$ cat config.mk
export PLATFORM = sky130hd
export DESIGN_NAME = sram_scheduler
export DESIGN_NICKNAME = d
export VERILOG_FILES = /design/src/rtl/sram_scheduler.sv
export SDC_FILE = /design/constraint.sdc
export NUM_CORES = 1
export LEC_CHECK = 0
export BUFFER_PORTS_ARGS = -buffer_cell sky130_fd_sc_hd__clkbuf_2
export CAP_MARGIN = 20
export CELL_PAD_IN_SITES_DETAIL_PLACEMENT = 1
export CELL_PAD_IN_SITES_GLOBAL_PLACEMENT = 1
export CORE_MARGIN = 3
export CORE_UTILIZATION = 32
export DETAILED_ROUTE_END_ITERATION = 10
export GPL_ROUTABILITY_DRIVEN = 0
export GPL_TIMING_DRIVEN = 0
export PLACE_DENSITY_LB_ADDON = 0.1
export SYNTH_ARGS = -nofsm -noshare
export SYNTH_HDL_FRONTEND = slang
export SYNTH_SLANG_ARGS = --single-unit
export TNS_END_PERCENT = 5
$ cat constraint.sdc
create_clock -name clk -period 2.4 [get_ports clk]
set_input_delay 0.24 -clock clk [delete_from_list [all_inputs] [get_ports clk]]
set_output_delay 0.24 -clock clk [all_outputs]
set_load 0.01 [all_outputs]
$ cat src/rtl/sram_scheduler.sv
// Single-port SRAM sequencer arbitrating video reads, boot-loader writes and CPU accesses.
// Optional macro SRAM_WRITE_HOLD_EN adds a data-hold cycle after the write-enable pulse.
module sram_scheduler #(
   parameter int AW = 19
) (
   input  logic          clk,
   input  logic          mrst_n,
   input  logic          loader_en,
   input  logic          video_req,
   input  logic [AW-1:0] video_addr,
   output logic          video_ack,
   output logic [7:0]    video_dout,
   input  logic          loader_req,
   input  logic [AW-1:0] loader_addr,
   input  logic [7:0]    loader_din,
   output logic          loader_ack,
   input  logic          cpu_req,
   input  logic [AW-1:0] cpu_addr,
   input  logic          cpu_we_n,
   input  logic [7:0]    cpu_din,
   output logic [7:0]    cpu_dout,
   output logic          cpu_ack,
   output logic          cpu_wait_n,
   output logic [AW-1:0] sram_addr,
   output logic [7:0]    sram_dq_out,
   output logic          sram_dq_oe,
   input  logic [7:0]    sram_dq_in,
   output logic          sram_we_n
);

   localparam logic [2:0] IDLE     = 3'd0;
   localparam logic [2:0] RD_A     = 3'd1;
   localparam logic [2:0] RD_B     = 3'd2;
   localparam logic [2:0] WR_SETUP = 3'd3;
   localparam logic [2:0] WR_PULSE = 3'd4;
   localparam logic [2:0] WR_HOLD  = 3'd5;
`ifdef SRAM_WRITE_HOLD_EN
   localparam logic [2:0] WR_LAST  = WR_HOLD;
`else
   localparam logic [2:0] WR_LAST  = WR_PULSE;
`endif

   localparam logic [1:0] G_VID = 2'd0;
   localparam logic [1:0] G_LDR = 2'd1;
   localparam logic [1:0] G_CPU = 2'd2;

   logic [2:0]    state;
   logic [1:0]    owner;
   logic          served;
   logic          fair;
   logic          v_ok, l_ok, c_ok, sel_vld, sel_we, fin;
   logic [1:0]    sel;
   logic [AW-1:0] sel_addr;
   logic [7:0]    sel_dat;

   // A requester whose ack is showing this cycle sits out this arbitration round.
   always_comb begin
      v_ok     = video_req && !video_ack;
      l_ok     = loader_en && loader_req && !loader_ack;
      c_ok     = !loader_en && cpu_req && !served && !cpu_ack;
      sel_vld  = v_ok || l_ok || c_ok;
      sel      = G_CPU;
      sel_addr = cpu_addr;
      sel_we   = !cpu_we_n;
      sel_dat  = cpu_din;
      if (!(fair && c_ok)) begin
         if (v_ok) begin
            sel      = G_VID;
            sel_addr = video_addr;
            sel_we   = 1'b0;
         end else if (l_ok) begin
            sel      = G_LDR;
            sel_addr = loader_addr;
            sel_we   = 1'b1;
            sel_dat  = loader_din;
         end
      end
      fin = (state == RD_B) || (state == WR_LAST);
   end

   always_ff @(posedge clk) begin
      if (!mrst_n) begin
         state       <= IDLE;
         owner       <= G_VID;
         served      <= 1'b0;
         fair        <= 1'b0;
         sram_addr   <= '0;
         sram_dq_out <= '0;
         video_ack   <= 1'b0;
         loader_ack  <= 1'b0;
         cpu_ack     <= 1'b0;
         video_dout  <= 8'h00;
         cpu_dout    <= 8'h00;
      end else begin
         video_ack  <= 1'b0;
         loader_ack <= 1'b0;
         cpu_ack    <= 1'b0;
         // served marks a request already answered; it lives until cpu_req drops
         if (fin && owner == G_CPU) served <= cpu_req;
         else if (!cpu_req)         served <= 1'b0;
         if (fin) begin
            case (owner)
               G_VID:   video_ack  <= 1'b1;
               G_LDR:   loader_ack <= 1'b1;
               default: cpu_ack    <= 1'b1;
            endcase
            if (state == RD_B) begin
               if (owner == G_VID) video_dout <= sram_dq_in;
               else                cpu_dout   <= sram_dq_in;
            end
         end
         case (state)
            IDLE: if (sel_vld) begin
               owner     <= sel;
               sram_addr <= sel_addr;
               if (sel_we) sram_dq_out <= sel_dat;
               state     <= sel_we ? WR_SETUP : RD_A;
               if (sel == G_VID)      fair <= 1'b1;
               else if (sel == G_CPU) fair <= 1'b0;
            end
            RD_A:     state <= RD_B;
            RD_B:     state <= IDLE;
            WR_SETUP: state <= WR_PULSE;
            WR_PULSE: begin
`ifdef SRAM_WRITE_HOLD_EN
               state <= WR_HOLD;
`else
               state <= IDLE;
`endif
            end
            WR_HOLD:  state <= IDLE;
            default:  state <= IDLE;
         endcase
      end
   end

   assign sram_dq_oe = (state == WR_SETUP) || (state == WR_PULSE) || (state == WR_HOLD);
   assign sram_we_n  = (state != WR_PULSE);
   assign cpu_wait_n = !mrst_n || !(cpu_req && !served);

endmodule

Yosys cells after proc, flatten, opt, wreduce, memory -nomap -nowiden. Cells that the tools add are included.

Eq/ne operators: 11. Mux-type cells: 22. Bitwise operators: 1. Reductions and logical operators: 34.

Operator list (number): $mux W19 (3); $mux W8 (3); $reduce_and A3 Y1 (4); $mux W1 (10); $logic_and A1 B1 Y1 (9); $pmux W3 S3 (1); $logic_not A1 Y1 (8); $mux W2 (4); $eq A3 B2 Y1 const B (2); $eq A3 B3 Y1 const B (2); $logic_or A1 B1 Y1 (6); $eq A2 B2 Y1 const B (2); $logic_not A2 Y1 (2); $reduce_and A2 Y1 (2); $eq A3 B1 Y1 const B (1); $logic_not A3 Y1 (1); $mux W3 (1); $ne A3 B3 Y1 const B (1); $eq A2 B1 Y1 const B (1); $ne A2 B1 Y1 const B (1); $ne A2 B2 Y1 const B (1); $reduce_bool A2 Y1 (1); $reduce_or A2 Y1 (1); $not A1 Y1 (1).

Flip-flop bits (word level): 53. Output and inout bits: 49. Word-level logic and storage cells: 79.

Depth between registers and ports, before layout.
Depth in word-level cells: 9. Depth in mapped cells: 7. Mapped depth without buffers: 4.

Least setup slack after synthesis. No wires, ideal clock.

Path kind: register -> register. Start point: register served. End point: register sram_addr[0]. Data arrival time: 1.781 ns. Data required time: 2.278 ns. Slack: 0.497 ns. Stages on the path, launching flop included: 8. Clock period less this slack: 1.903 ns. Path through: dfxtp_1 -> or4b_1 -> buf_6 -> a31oi_4 -> nor2b_2 -> buf_6 -> buf_8 -> a221o_1.

Word-level cells in the longest chain between the ends: 5. Elaborated cells on any way between the ends: 7. Classes of those cells: mux (1); reduce/logical (6).

Ends and longest elaborated chain: start: declaration (line 49) `logic served;`; start signal: assignment (line 99) `if (fin && owner == G_CPU) served <= cpu_req;`; $logic_not A1 Y1 * (line 60) `c_ok = !loader_en && cpu_req && !served && !cpu_ack;`; $logic_and A1 B1 Y1 * (2 in a row) (line 60); $logic_and A1 B1 Y1 or $logic_or A1 B1 Y1 (tied branches) (line 66, 61); $mux W19 or $reduce_and A2 Y1 (tied branches); end signal: assignment (line 115) `sram_addr <= sel_addr;`; end: declaration (line 24) `output logic [AW-1:0] sram_addr,`.

Mark *: on every way between the ends. The rest lies on a longest branch, timed or not. A chain may end at the register's enable or synchronous reset.

Worst setup path after layout.
Start point: register served. End point: register sram_addr[5].

The elaborated chain is that of the path after synthesis.

==> flow_metrics.py <==
metrics = {
    "final_layout": {
        "post-route-util_pct": 45.79,
        "final_cell_area_um2": 3357,
        "stdcell_count": 474,
        "drive_above_1_share_pct": 46.13,
        "syn_to_final_growth_pct": 37.59,
        "nNetsFinal": 462,
        "antennaDiodeCount": 0,
    },
    "route": {
        "drc": 0,
        "avgViaCountPerCell": 4.844,
        "wl_per_cell_um": 14.89,
        "dr.pass1.iters": 4,
        "vias": 2296,
        "drt_iter0_markers": 44,
        "postRouteAntennaNets": 0,
        "routed_wl_um": 7059,
    },
    "timing": {
        "hold_viol": 0,
        "rsz0062_at_grt": "false",
        "relSlewSlack_pct": 29.10,
        "fin_crit_sh_pct": 90.74,
        "period_needed_ns": 2.178,
        "timing.fmax_mhz": 459.2,
        "finClkSkew_ns": 0.008723,
        "setup_viol": 0,
        "tns_ns": 0,
        "worstMarginPinSlew_ns": 1.061,
        "maxSlewViolCount": 0,
    },
    "logic_synthesis": {
        "yosys_warnings": 0,
        "synth_commonest_cells": "dfxtp_1 (53), a22o_1 (19), and2_1 (19), nor2b_1 (19), mux2i_1 (16)",
        "synth.distinct_cells": 37,
        "yosys.area_share.simple_pct": 20.62,
        "synth_most_common_cell": "dfxtp_1",
        "yosysSeqAreaShare_pct": 43.49,
        "ys.flop_type": "dfxtp_1",
        "synth_xor_area_share_pct": 0,
        "synth_seq_cells": 53,
        "muxShareOfSynthArea_pct": 6.564,
        "synth.avg_cell_area_um2": 10.56,
        "synth_nets": 319,
        "synthArstFlopShare_pct": 0,
        "synth_top_family_by_area": "compound AO/OA/AOI/OAI gates",
        "synth_compound_area_share_pct": 24.67,
        "syn_inst": 231,
        "yosysTopAreaCell": "dfxtp_1",
        "synth_fa_ha_area_share_pct": 0,
        "synth_edf_count": 0,
        "synthTopCellsByArea": "dfxtp_1 (43%), a22o_1 (6.8%), mux2i_1 (6.6%)",
        "syn-cell-area_um2": 2440,
        "synth_top_area_share_pct": 43.49,
    },
    "clock_tree": {
        "htreeDepth": 2,
        "clock_latency_ns": 0.31,
        "clockBufferDepth": 2,
        "holdBufCountCts": 0,
        "cts_made_buffers": 5,
        "clkSinkCount": 53,
        "cts-root-buf": "clkbuf_8",
        "clk_pin_slew_worst_paths_ns": 0.09,
        "cts_tree": "yes",
    },
    "power_and_ir_drop": {
        "pwr-share-seq_pct": 48.1,
        "clock_power_share_pct": 29.6,
        "power_density_nw_per_um2": 614.0,
        "intPower_uw": 1494,
        "p_comb_share_pct": 22.3,
        "max-vdd-ir-drop_uv": 343.7,
        "leakagePower_uw": 0.001650,
        "sw_frac_of_total_pct": 27.53,
        "power_uw": 2061,
        "p_switching_uw": 567.5,
    },
    "run_status": {
        "outcome": "complete, no violations",
    },
    "floorplanning": {
        "io_pins": 137,
        "die_area_um2": 8709,
        "die-height_um": 93.32,
        "core_area_um2": 7331,
        "rows": 31,
        "die_w_um": 93.32,
        "start_util_pct": 33.28,
    },
    "worst_setup_path": {
        "r2r-end": "sram_addr[5]$_SDFFE_PN0P_",
        "timing.rr.start": "served$_SDFFE_PN0P_",
        "cp.required_ns": 2.59,
        "startpoint_type": "register",
        "crit_arrival_ns": 2.37,
        "crit_path_max_fanout": 10,
        "path_class": "register to register",
        "critical_path.max_stage_delay_ns": 0.48,
        "cpMaxStageDelayCell": "nor4b_1",
        "rrSetupSlack_ns": 0.22,
        "reg2regPathDepth": 5,
        "crit_chain": "nor4b_1 -> a21oi_1 -> clkbuf_1 -> a22o_1 -> a221o_1",
        "cp-end-kind": "register",
    },
    "flow_run": {
        "cap_violations": 0,
    },
    "placement": {
        "port_buffers": 136,
        "dp_cells": 466,
        "place_area_um2": 3244,
        "hpwl_um": 5490,
    },
    "grt": {
        "grt_use_total_pct": 15.82,
        "grt_max_degree": 17,
        "grt_antenna_before_repair": 0,
        "first_global_vias": 2256,
        "grt_first_pass_wirelength_um": 11090,
        "grt-ovfl-total": 0,
    },
    "min_path": {
        "hold_path_depth": 2,
        "worst_hold_path.endpoint": "served$_SDFFE_PN0P_",
        "hp-start": "cpu_req",
        "hp-class": "input pin to register",
    },
}
## placed cells by master (no fill, tap or decap), types with 2 or more instances in the layout
master / synthesis / final
a21boi_0: 10 / 10
a21oi_1: 3 / 3
a221o_1: 10 / 10
a221o_2: 9 / 9
a22o_1: 19 / 19
and2_1: 19 / 19
and3_1: 2 / 2
and3b_1: 2 / 2
buf_6: 2 / 2
clkbuf_1: 9 / 9
clkbuf_2: 0 / 137
clkbuf_8: 0 / 5
dfxtp_1: 53 / 53
inv_1: 8 / 8
mux2i_1: 16 / 16
nand2_1: 7 / 7
nand2b_1: 3 / 3
nand3b_1: 3 / 3
nor2_1: 3 / 3
nor2b_1: 19 / 19
nor3_1: 4 / 4
nor3b_1: 2 / 2
nor4b_1: 3 / 3
o21ai_0: 3 / 3
o221a_2: 8 / 8
## sequential cells by signal (all words and copies together), names as in the netlist
register,cells
fair,1
cpu_ack,1
cpu_dout,8
sram_dq_out,8
video_ack,1
loader_ack,1
state,3
served,1
sram_addr,19
owner,2
video_dout,8
## cells by family after synthesis
family                 count (synthesis)
multiplexers                          16
AND/OR/NAND/NOR                       75
AO/OA/AOI/OAI                         65
buffers and inverters                 22
flip-flops                            53
## power groups by stage
stage                     logic, uW  registers [uW]  clock network, uW
after CTS                       467             993                633
after floorplan                 238            1040                  0
final                           460             992                609
after global routing            506            1000                672
after detailed placement        465            1010                  0
after global placement          459            1010                  0
## critical path, delay by kind of cell, from the launching register on
family	cells	cell delay (ns)
simple gates	1	0.48
buf+inv	1	0.33
flops	1	0.34
compound gates	3	0.92
## layer usage
layer / GRT usage, % / part of all wire, % / wire, um / up-vias
li1: - / - / - / 1145
met1: 20.98 / 46 / 3273 / 1069
met2: 25.85 / 46 / 3273 / 77
met3: 3.701 / 6.3 / 448 / 5
met4: 4.029 / 0.89 / 63 / 0
met5: 0 / 0 / 0 / -
## what timing repair did
action                                  4_1_cts  5_1_grt
setup buffers                                 0        0
endpoints found under the setup margin        0        1
gates resized for setup                       0        2
## stage by stage
stage / setup slack [ns] / hold WS (ns)
after detailed placement: 0.1586 / 0.4763
after CTS: 0.1579 / 0.1639
after global placement: 0.2295 / 0.4698
final: 0.2222 / 0.1763
after global routing: 0.01940 / 0.1721
after floorplan: 0.4973 / 0.3734
## how the worst max path moves through the flow
stage,slack [ns],end,from
2_1_floorplan,0.50,sram_addr[0]$_SDFFE_PN0P_,served$_SDFFE_PN0P_
3_3_place_gp,0.23,sram_addr[18]$_SDFFE_PN0P_,state[0]$_SDFFE_PN0P_
3_5_place_dp,0.16,sram_addr[1]$_SDFFE_PN0P_,loader_en
4_1_cts,0.16,sram_addr[5]$_SDFFE_PN0P_,state[0]$_SDFFE_PN0P_
5_1_grt,0.02,sram_addr[1]$_SDFFE_PN0P_,state[0]$_SDFFE_PN0P_
6_report,0.22,sram_addr[5]$_SDFFE_PN0P_,served$_SDFFE_PN0P_
## layout make-up
class,count,area [um2]
tap,99,123.9
buffer,14,85.08
inverter,8,30.03
clock buffer,6,72.57
clock inverter,2,38.79
fill,882,3974
timing repair buffer,136,680.7
multi-input combinational,156,1265
sequential,53,1061
Power figures use the tool's default switching activity.
